--- src/rtl/sram_token_arbiter.sv ---
// Hands exclusive ownership of the external SRAM port to each enabled client in
// index order once per frame, with per-grant timeout and frame-overrun flagging.
module sram_token_arbiter #(
    parameter int N_CLIENTS = 3,
    parameter int ADDR_W    = 20,
    parameter int DATA_W    = 16,
    parameter int TIMEOUT   = 63
) (
    input  logic                          i_clk,
    input  logic                          i_rst,
    input  logic                          i_frame_start,
    input  logic [N_CLIENTS-1:0]          i_client_en,
    input  logic [N_CLIENTS*ADDR_W-1:0]   i_req_addr,
    input  logic [N_CLIENTS*DATA_W-1:0]   i_req_wdata,
    input  logic [N_CLIENTS-1:0]          i_req_we_n,
    input  logic [N_CLIENTS-1:0]          i_done,
    output logic [N_CLIENTS-1:0]          o_grant,
    output logic [ADDR_W-1:0]             o_sram_addr,
    output logic                          o_sram_we_n,
    output logic [DATA_W-1:0]             o_sram_wdata,
    output logic                          o_sram_drive,
    output logic                          o_busy,
    output logic                          o_round_done,
    output logic                          o_timeout,
    output logic                          o_overrun
);

    localparam int IDX_W = (N_CLIENTS > 1) ? $clog2(N_CLIENTS) : 1;

    typedef enum logic {S_IDLE, S_GRANT} state_t;

    state_t             state_q, state_d;
    logic [IDX_W-1:0]   owner_q, owner_d;
    logic [7:0]         cnt_q, cnt_d;
    logic               round_done_q, round_done_d;
    logic               timeout_q, timeout_d;
    logic               overrun_q, overrun_d;

    logic               first_found, next_found;
    logic [IDX_W-1:0]   first_idx, next_idx;
    logic               cur_done, cur_en, expired, release_now;

    // Descending scan so the lowest qualifying index is the one left standing.
    always_comb begin
        first_found = 1'b0;
        first_idx   = '0;
        next_found  = 1'b0;
        next_idx    = '0;
        for (int j = N_CLIENTS - 1; j >= 0; j--) begin
            if (i_client_en[j]) begin
                first_found = 1'b1;
                first_idx   = IDX_W'(j);
                if (j > int'(owner_q)) begin
                    next_found = 1'b1;
                    next_idx   = IDX_W'(j);
                end
            end
        end
    end

    always_comb begin
        cur_done = 1'b0;
        cur_en   = 1'b0;
        for (int k = 0; k < N_CLIENTS; k++) begin
            if (owner_q == IDX_W'(k)) begin
                cur_done = i_done[k];
                cur_en   = i_client_en[k];
            end
        end
        expired     = (cnt_q == 8'(TIMEOUT - 1));
        release_now = cur_done | expired | ~cur_en;
    end

    always_comb begin
        state_d      = state_q;
        owner_d      = owner_q;
        cnt_d        = cnt_q;
        round_done_d = 1'b0;
        timeout_d    = 1'b0;
        overrun_d    = 1'b0;
        case (state_q)
            S_IDLE: begin
                if (i_frame_start) begin
                    if (first_found) begin
                        state_d = S_GRANT;
                        owner_d = first_idx;
                        cnt_d   = '0;
                    end else begin
                        round_done_d = 1'b1;
                    end
                end
            end
            S_GRANT: begin
                overrun_d = i_frame_start;
                cnt_d     = cnt_q + 8'd1;
                if (release_now) begin
                    // Timeout is reported only when nothing else ended the grant.
                    timeout_d = expired & ~cur_done & cur_en;
                    cnt_d     = '0;
                    if (next_found) begin
                        owner_d = next_idx;
                    end else begin
                        state_d      = S_IDLE;
                        owner_d      = '0;
                        round_done_d = 1'b1;
                    end
                end
            end
            default: state_d = S_IDLE;
        endcase
    end

    always_ff @(posedge i_clk) begin
        if (i_rst) begin
            state_q      <= S_IDLE;
            owner_q      <= '0;
            cnt_q        <= '0;
            round_done_q <= 1'b0;
            timeout_q    <= 1'b0;
            overrun_q    <= 1'b0;
        end else begin
            state_q      <= state_d;
            owner_q      <= owner_d;
            cnt_q        <= cnt_d;
            round_done_q <= round_done_d;
            timeout_q    <= timeout_d;
            overrun_q    <= overrun_d;
        end
    end

    always_comb begin
        o_grant      = '0;
        o_sram_addr  = '0;
        o_sram_we_n  = 1'b1;
        o_sram_wdata = '0;
        o_sram_drive = 1'b0;
        if (state_q == S_GRANT) begin
            for (int k = 0; k < N_CLIENTS; k++) begin
                if (owner_q == IDX_W'(k)) begin
                    o_grant[k]   = 1'b1;
                    o_sram_addr  = i_req_addr[k*ADDR_W +: ADDR_W];
                    o_sram_we_n  = i_req_we_n[k];
                    o_sram_drive = ~i_req_we_n[k];
                    o_sram_wdata = i_req_we_n[k] ? '0 : i_req_wdata[k*DATA_W +: DATA_W];
                end
            end
        end
    end

    assign o_busy       = (state_q == S_GRANT);
    assign o_round_done = round_done_q;
    assign o_timeout    = timeout_q;
    assign o_overrun    = overrun_q;

endmodule

--- config.mk ---
export PLATFORM = sky130hd
export DESIGN_NAME = sram_token_arbiter
export DESIGN_NICKNAME = d
export VERILOG_FILES = /design/src/rtl/sram_token_arbiter.sv
export SDC_FILE = /design/constraint.sdc
export NUM_CORES = 1
export LEC_CHECK = 0
export ABC_AREA = 1
export BUFFER_PORTS_ARGS = -buffer_cell sky130_fd_sc_hd__buf_2
export CAP_MARGIN = 20
export CORE_ASPECT_RATIO = 1.1
export CORE_MARGIN = 2
export CORE_UTILIZATION = 30
export DETAILED_ROUTE_END_ITERATION = 10
export GPL_TIMING_DRIVEN = 0
export PLACE_DENSITY = 0.66
export SYNTH_ARGS = -nofsm -noshare
export SYNTH_HDL_FRONTEND = slang
export SYNTH_SLANG_ARGS = --single-unit
--- constraint.sdc ---
create_clock -name i_clk -period 2.45 [get_ports i_clk]
set_input_delay 0.49 -clock i_clk [delete_from_list [all_inputs] [get_ports i_clk]]
set_output_delay 0.49 -clock i_clk [all_outputs]
set_load 0.05 [all_outputs]
==> impl_metrics.env, run 1 <==
export IMPL_io_pins=165
export IMPL_crit_path_max_fanout=10
export IMPL_critPathKind="reg -> out"
export IMPL_cts_tree="built"
export IMPL_drt_iter0_drc=99
export IMPL_setup_tns_ns=0
export IMPL_avgSynthCellArea_um2=5.26
export IMPL_route_detailed_drc=0
export IMPL_die_y_um=82.4
export IMPL_setup_viol=0
export IMPL_p_total_mw=1.23
export IMPL_initial_core_util=0.310
export IMPL_grt_pass1_vias=2219
export IMPL_ys_seq_area_frac=0.167
export IMPL_fin_crit_ns=2.31
export IMPL_whs_ns=0.497
export IMPL_grt_antenna_before_repair=0
export IMPL_startpoint_type="flip-flop"
export IMPL_dieArea_um2=6190
export IMPL_end_kind="output port"
export IMPL_arrival_ns=1.82
export IMPL_cts_htree_levels=1
export IMPL_vias_per_cell=4.66
export IMPL_dp_cells=556
export IMPL_vdd_ir_drop_max_v=0.000261
export IMPL_n_antenna_cell=0
export IMPL_grt_max_degree=11
export IMPL_setup_ws_ns=0.143
export IMPL_synth_seq_cells=14
export IMPL_nets=609
export IMPL_cap_violations=0
export IMPL_hold_viol=0
export IMPL_slew_headroom=0.697
export IMPL_first_pass_iters=5
export IMPL_max_freq_ghz=0.433
export IMPL_finalWirelength_um=6680
export IMPL_syn_area_um2=1670
export IMPL_yosysUniqueCellTypes=27
export IMPL_cts_root_buf="clkbuf_8"
export IMPL_drtAntennaViolNets=0
export IMPL_grt_pass1_wl_um=9540
export IMPL_clock_latency_ns=0.24
export IMPL_status="finished clean"
export IMPL_port_buffers=163
export IMPL_layout_common_cells="buf_2, nand2_1, nand3_1, inv_1, o211ai_1"
export IMPL_ys_warnings_count=0
export IMPL_synth_fp_nets=440
export IMPL_core_area_um2=5400
export IMPL_power_density_nw_per_um2=462
export IMPL_n_fill_cell=608
export IMPL_final_common_cell="buf_2"
export IMPL_die_w_um=75.2
export IMPL_cts_max_path_buffers=2
export IMPL_synthCells=318
export IMPL_crit_required_ns=1.96
export IMPL_post_dp_hpwl_um=5520
export IMPL_rows=28
export IMPL_post_drt_wl_per_cell_um=11.9
export IMPL_cts_clk_slew_worst_paths_ns=0.06
export IMPL_min_period_over_period=0.942
export IMPL_vias=2613
export IMPL_area_growth_pct=59.7
export IMPL_cts_num_sinks=14
export IMPL_grtUsageTotal=0.192
export IMPL_drive_above_1_share=0.393
export IMPL_overflow=0
export IMPL_place_ws_ns=0.231
export IMPL_hp_class="in -> reg"
export IMPL_place_gp_congestion=0.888
export IMPL_tightest_slew_ns=0.454
export IMPL_finalMaxSlewViolations=0
export IMPL_leakage_nw=1.66
export IMPL_clock_skew_ns=0.00239
export IMPL_cts_made_buffers=3
export IMPL_post_layout_nonfiller_instances=561
## worst max-delay path, stage by stage, from the launching register on
cell and delay (ns):
dfxtp_1 0.47, nor2_2 0.10, inv_2 0.11, clkbuf_1 0.38
nand3_1 0.13, o211ai_1 0.11, inv_1 0.06, clkbuf_4 0.21
## synthesized netlist by cell type
| cell | count | area [µm²] |
|---|---|---|
| nor4_1 | 2 | 12.5 |
| inv_1 | 40 | 150 |
| o211ai_1 | 15 | 113 |
| nand2_1 | 117 | 439 |
| a21boi_0 | 1 | 7.51 |
| nand3_1 | 53 | 265 |
| o21ai_1 | 1 | 5.00 |
| inv_2 | 6 | 22.5 |
| o21ai_0 | 6 | 30.0 |
| a31oi_1 | 2 | 12.5 |
| clkbuf_1 | 5 | 18.8 |
| nor2_1 | 14 | 52.6 |
| o21bai_1 | 1 | 7.51 |
| nor3_1 | 2 | 10.0 |
| dfxtp_1 | 14 | 280 |
| o32ai_1 | 1 | 8.76 |
| nor2_4 | 1 | 11.3 |
| ha_1 | 2 | 25.0 |
| clkinv_1 | 1 | 3.75 |
| nand4_1 | 2 | 12.5 |
| a21oi_1 | 13 | 65.1 |
| buf_4 | 2 | 15.0 |
| a22oi_1 | 4 | 30.0 |
| nor2_2 | 2 | 12.5 |
| xnor2_1 | 2 | 17.5 |
| or2_2 | 1 | 6.26 |
| buf_2 | 8 | 40.0 |
## worst paths after layout
kind	startpoint	to	slack (ns)	cells past startpoint
min	i_frame_start	o_overrun	0.50	3
max reg2reg	cnt_q[0]	cnt_q[6]	0.90	9
max	owner_q[0]	o_sram_wdata[7]	0.14	7
min reg2reg	cnt_q[4]	cnt_q[4]	0.50	2
## cells by family after synthesis
kind of cell / after synthesis / share of synthesized area
xor gates and xnor gates: 2 / 0.0105
DFF: 14 / 0.167
adders and majority gates: 2 / 0.0149
AOI/OAI and AO/OA: 44 / 0.167
buffers and inverters: 62 / 0.149
and+or+nand+nor: 194 / 0.491
## registers in the layout, indices dropped and copies added, names as in the netlist
register / flops
o_overrun: 1
o_round_done: 1
o_timeout: 1
o_busy: 1
owner_q: 2
cnt_q: 8
## where the power goes
group          total, mW  switching (mW)  internal [mW]
clock network      0.224          0.0814          0.142
logic              0.762           0.525          0.237
registers          0.249          0.0121          0.237
## layer usage
layer	vias to the layer above	routed length, µm	track usage
li1	1366	-	-
met1	1153	2690	0.222
met2	86	3410	0.370
met3	8	510	0.0255
met4	0	68	0.0368
met5	-	0	0
## metrics by stage
| stage | util | instance area [µm²] |
|---|---|---|
| 5_1_grt | 0.496 | 2670 |
| 3_5_place_dp | 0.480 | 2590 |
| 6_report | 0.496 | 2670 |
| 3_3_place_gp | 0.480 | 2590 |
| 4_1_cts | 0.490 | 2640 |
| 2_1_floorplan | - | 1680 |
## final cells by class
| cell class | instances | area (µm²) | share of cell area |
|---|---|---|---|
| inverter | 47 | 176 | 0.0660 |
| sequential | 14 | 280 | 0.105 |
| multi-input combinational | 242 | 1160 | 0.432 |
| clock buffer | 4 | 55.1 | 0.0206 |
| timing repair buffer | 164 | 833 | 0.312 |
| buffer | 15 | 78.8 | 0.0295 |
| tap | 75 | 93.8 | 0.0351 |
## what timing repair did
action | 4_1_cts | 5_1_grt
endpoints found under the setup margin | 0 | 32
gates resized for setup | 0 | 9
hold buffers | 0 | 0
buffers inserted | 0 | 1
No activity file was read; power rests on OpenSTA's default activity.
==> run 2: changes to the inputs <==
- CORE_MARGIN: 2 -> 4
==> impl_metrics.env, run 2 (synthesis gave the netlist of run 1 again) <==
export IMPL_status="finished clean"
export IMPL_nets=608
export IMPL_power_density_nw_per_um2=452
export IMPL_grtUsageTotal=0.198
export IMPL_grt_max_degree=11
export IMPL_initial_core_util=0.310
export IMPL_area_growth_pct=59.1
export IMPL_finalMaxSlewViolations=0
export IMPL_core_area_um2=5400
export IMPL_hp_class="reg -> reg"
export IMPL_vias_per_cell=4.73
export IMPL_cap_violations=0
export IMPL_critPathBufInv=4
export IMPL_post_cts_buffers=0
export IMPL_grt_pass1_vias=2424
export IMPL_overflow=0
export IMPL_top_register="cnt_q"
export IMPL_cpLargestDelayFamily="buffers and inverters"
export IMPL_finalWirelength_um=7290
export IMPL_final_common_cell="buf_2"
export IMPL_n_fill_cell=628
export IMPL_busiest_layer="met2"
export IMPL_dieArea_um2=6840
export IMPL_clock_latency_ns=0.24
export IMPL_cts_clk_slew_worst_paths_ns=0.06
export IMPL_cts_tree="built"
export IMPL_max_freq_ghz=0.435
export IMPL_crit_path_max_fanout=10
export IMPL_place_ws_ns=0.221
export IMPL_vdd_ir_drop_max_v=0.000275
export IMPL_leakage_nw=1.65
export IMPL_min_period_over_period=0.938
export IMPL_path_cells="inv_1, nand2_2, nor2_4, buf_4, nand2_1, nand3_1, o211ai_1, inv_1, buf_2"
export IMPL_cts_repair_resized=0
export IMPL_top_regs="cnt_q (8), owner_q (2)"
export IMPL_rows=28
export IMPL_tightest_slew_ns=0.488
export IMPL_route_detailed_drc=0
export IMPL_cts_made_buffers=3
export IMPL_cts_root_buf="clkbuf_8"
export IMPL_fin_crit_ns=2.30
export IMPL_cts_num_sinks=14
export IMPL_first_pass_iters=5
export IMPL_layout_common_cells="buf_2, nand2_1, nand3_1, inv_1, o211ai_1"
export IMPL_cts_htree_levels=1
export IMPL_post_drt_wl_per_cell_um=13.0
export IMPL_slew_headroom=0.674
export IMPL_n_antenna_cell=0
export IMPL_die_w_um=79.2
export IMPL_setup_viol=0
export IMPL_path_common_cell="inv_1"
export IMPL_drt_iter0_drc=94
export IMPL_critPathMaxStageDelay_ns=0.34
export IMPL_cts_max_path_buffers=2
export IMPL_grt_pass1_wl_um=11300
export IMPL_place_gp_congestion=0.830
export IMPL_grt_antenna_before_repair=0
export IMPL_post_dp_hpwl_um=5990
export IMPL_cts_hold_buf=0
export IMPL_startpoint_type="flip-flop"
export IMPL_grtUsageMet2=0.375
export IMPL_port_buffers=163
export IMPL_setup_ws_ns=0.152
export IMPL_drtAntennaViolNets=0
export IMPL_clock_skew_ns=0.00908
export IMPL_end_kind="output port"
export IMPL_critical_path_slowest_cell="dfxtp_1"
export IMPL_met3_usage=0.0322
export IMPL_vias=2644
export IMPL_p_total_mw=1.20
export IMPL_critPathKind="reg -> out"
export IMPL_rsz0062_at_grt="true"
export IMPL_drive_above_1_share=0.395
export IMPL_die_y_um=86.4
export IMPL_crit_required_ns=1.96
export IMPL_largest_reg_flops=8
export IMPL_grtUsageMet1=0.231
export IMPL_io_pins=165
export IMPL_hold_viol=0
export IMPL_arrival_ns=1.81
==> run 2: metal layers <==
layer | routed length, µm | share of wire
met5 | 0 | 0
met4 | 123 | 0.017
met3 | 560 | 0.077
met2 | 3770 | 0.52
met1 | 2840 | 0.39
==> run 2: layout make-up <==
cell class | count | area, µm² | share of cell area
plain buffers | 15 | 82.6 | 0.0310
clock buffers | 3 | 41.3 | 0.0155
flip-flops and latches | 14 | 283 | 0.106
well taps | 75 | 93.8 | 0.0352
repair buffers | 163 | 833 | 0.313
inverters | 47 | 176 | 0.0662
multi-input cells | 242 | 1150 | 0.433
==> run 2: worst paths after layout <==
kind / from / endpoint / slack [ns] / depth (start not counted)
worst min register to register: cnt_q[4] / cnt_q[4] / 0.49 / 2
worst min-delay path: cnt_q[4] / cnt_q[4] / 0.49 / 2
worst max-delay path: owner_q[1] / o_sram_wdata[7] / 0.15 / 9
worst max register to register: cnt_q[0] / cnt_q[6] / 0.88 / 9
==> run 2: report_power, final <==
group	internal (mW)	leakage, nW	switching, mW	total [mW]
clock	0.108	0.0216	0.0763	0.185
combinational	0.240	1.52	0.529	0.769
sequential	0.238	0.114	0.0123	0.251
==> run 2: worst register-to-register path, delay by kind of cell, from the launching register on <==
kind	cells	cell delay, ns
AO/OA/AOI/OAI	2	0.24
adder cells (fa/ha/maj)	1	0.20
AND/OR/NAND/NOR	4	0.57
buffers and inverters	2	0.12
flip-flops	1	0.37
==> run 2: per-stage QoR <==
step | util | instances | hold WS, ns | TNS [ns] | instance area, µm²
after floorplan | - | 318 | 0.470 | 0 | 1680
after global placement | 0.480 | 556 | 0.486 | 0 | 2590
after detailed placement | 0.480 | 556 | 0.487 | 0 | 2590
after CTS | 0.487 | 559 | 0.497 | 0 | 2630
after global routing | 0.494 | 559 | 0.532 | -0.0277 | 2660
final | 0.494 | 559 | 0.494 | 0 | 2660
==> run 3: changes to the inputs <==
- CORE_ASPECT_RATIO: 1.1 -> default
==> impl_metrics.env, run 3 (synthesis gave the netlist of run 1 again) <==
export IMPL_cts_made_buffers=3
export IMPL_slew_headroom=0.684
export IMPL_drive_above_1_share=0.391
export IMPL_vdd_ir_drop_max_v=0.000455
export IMPL_arrival_ns=1.80
export IMPL_drtAntennaViolNets=0
export IMPL_vias_per_cell=4.79
export IMPL_hold_start="i_frame_start"
export IMPL_cts_hold_buf=0
export IMPL_startpoint_type="flip-flop"
export IMPL_placed_area_um2=2580
export IMPL_grt_antenna_before_repair=0
export IMPL_cts_htree_levels=1
export IMPL_cts_tree="built"
export IMPL_critical_path_slowest_cell="dfxtp_1"
export IMPL_min_period_over_period=0.936
export IMPL_core_area_um2=5270
export IMPL_die_y_um=82.7
export IMPL_top_register="cnt_q"
export IMPL_fin_crit_ns=2.29
export IMPL_status="finished clean"
export IMPL_critPathKind="reg -> out"
export IMPL_rows=26
export IMPL_place_ws_ns=0.210
export IMPL_grt_max_degree=11
export IMPL_first_pass_iters=4
export IMPL_die_w_um=82.7
export IMPL_m1WireLength_um=2760
export IMPL_rsz0062_at_grt="true"
export IMPL_met2_length_um=3880
export IMPL_rr_startpoint="cnt_q[0]"
export IMPL_layout_common_cells="buf_2, nand2_1, nand3_1, inv_1, o211ai_1"
export IMPL_leakage_nw=1.66
export IMPL_post_drt_wl_per_cell_um=13.6
export IMPL_place_gp_congestion=0.821
export IMPL_top_regs="cnt_q (8), owner_q (2)"
export IMPL_crit_required_ns=1.96
export IMPL_area_growth_pct=59.3
export IMPL_io_pins=165
export IMPL_largest_reg_flops=8
export IMPL_grt_pass1_vias=2340
export IMPL_crit_path_max_fanout=10
export IMPL_stdcell_area_um2=2670
export IMPL_hp_class="in -> reg"
export IMPL_setup_viol=0
export IMPL_finalWirelength_um=7590
export IMPL_cts_root_buf="clkbuf_8"
export IMPL_end_kind="output port"
export IMPL_route_met3_wl_um=783
export IMPL_route_detailed_drc=0
export IMPL_port_buffers=163
export IMPL_tightest_slew_ns=0.474
export IMPL_cts_clk_slew_worst_paths_ns=0.06
export IMPL_critPathLaunch="owner_q[0]"
export IMPL_finalMaxSlewViolations=0
export IMPL_grt_pass1_wl_um=10700
export IMPL_overflow=0
export IMPL_nets=609
export IMPL_dieArea_um2=6840
export IMPL_critPathMaxStageDelay_ns=0.37
export IMPL_drt_iter0_drc=128
export IMPL_clock_skew_ns=0.00484
export IMPL_clock_latency_ns=0.25
export IMPL_cts_num_sinks=14
export IMPL_max_freq_ghz=0.436
export IMPL_path_common_cell="buf_2"
export IMPL_setup_ws_ns=0.157
export IMPL_top_layer_used="met4"
export IMPL_power_density_nw_per_um2=466
export IMPL_utilization=0.506
export IMPL_post_dp_hpwl_um=6240
export IMPL_vias=2664
export IMPL_n_antenna_cell=0
export IMPL_path_cells="nor2_1, buf_4, buf_2, nand2_1, a31oi_1, buf_2"
export IMPL_grtUsageTotal=0.198
export IMPL_cap_violations=0
export IMPL_initial_core_util=0.318
export IMPL_final_common_cell="buf_2"
export IMPL_hold_viol=0
export IMPL_cts_max_path_buffers=2
-- run 3: cell count changes in the layout (fill, tap and decap cells not counted), sizes merged --
cell | previous run | this run
buf | 163 | 168
clkbuf | 18 | 15
-- run 3: what timing repair did --
action	4_1_cts	5_1_grt
resized for setup	0	10
endpoints found under the setup margin	0	32
buffers inserted	0	1
-- run 3: layout make-up --
| cell class | instances | area (µm²) |
|---|---|---|
| Clock buffer | 4 | 55.1 |
| Tap cell | 70 | 87.6 |
| Multi-Input combinational cell | 242 | 1150 |
| Timing Repair Buffer | 164 | 836 |
| Fill cell | 598 | 2600 |
| Sequential cell | 14 | 282 |
| Buffer | 15 | 78.8 |
| Inverter | 47 | 176 |
-- run 3: final timing paths --
path,to,slack (ns),cells after the start
min,o_overrun,0.49,3
min reg2reg,cnt_q[4],0.50,2
max,o_sram_addr[7],0.16,6
max reg2reg,cnt_q[6],0.89,9
-- run 3: power breakdown --
part	internal [mW]	switching, mW
clock network	0.142	0.0830
registers	0.238	0.0115
logic	0.237	0.531
total	0.617	0.626
-- run 3: through the flow --
step / power (mW) / setup TNS, ns / hold WS (ns) / instances
after floorplan: 0.780 / 0 / 0.470 / 318
after global placement: 1.01 / 0 / 0.482 / 551
after detailed placement: 1.01 / 0 / 0.496 / 551
after CTS: 1.24 / 0 / 0.479 / 555
after global routing: 1.33 / -0.00608 / 0.499 / 556
final: 1.24 / 0 / 0.485 / 556
-- run 3: worst max-delay path: cells and delay by family, from the launching register on --
| family | cells | cell delay (ns) |
|---|---|---|
| buffers and inverters | 3 | 0.74 |
| AOI/OAI and AO/OA | 1 | 0.17 |
| DFF | 1 | 0.37 |
| and+or+nand+nor | 2 | 0.27 |
-- run 3: layer usage --
metal	global-route usage	vias up
met3	0.0542	24
li1	-	1368
met4	0.0441	0
met5	0	-
met2	0.377	106
met1	0.216	1166
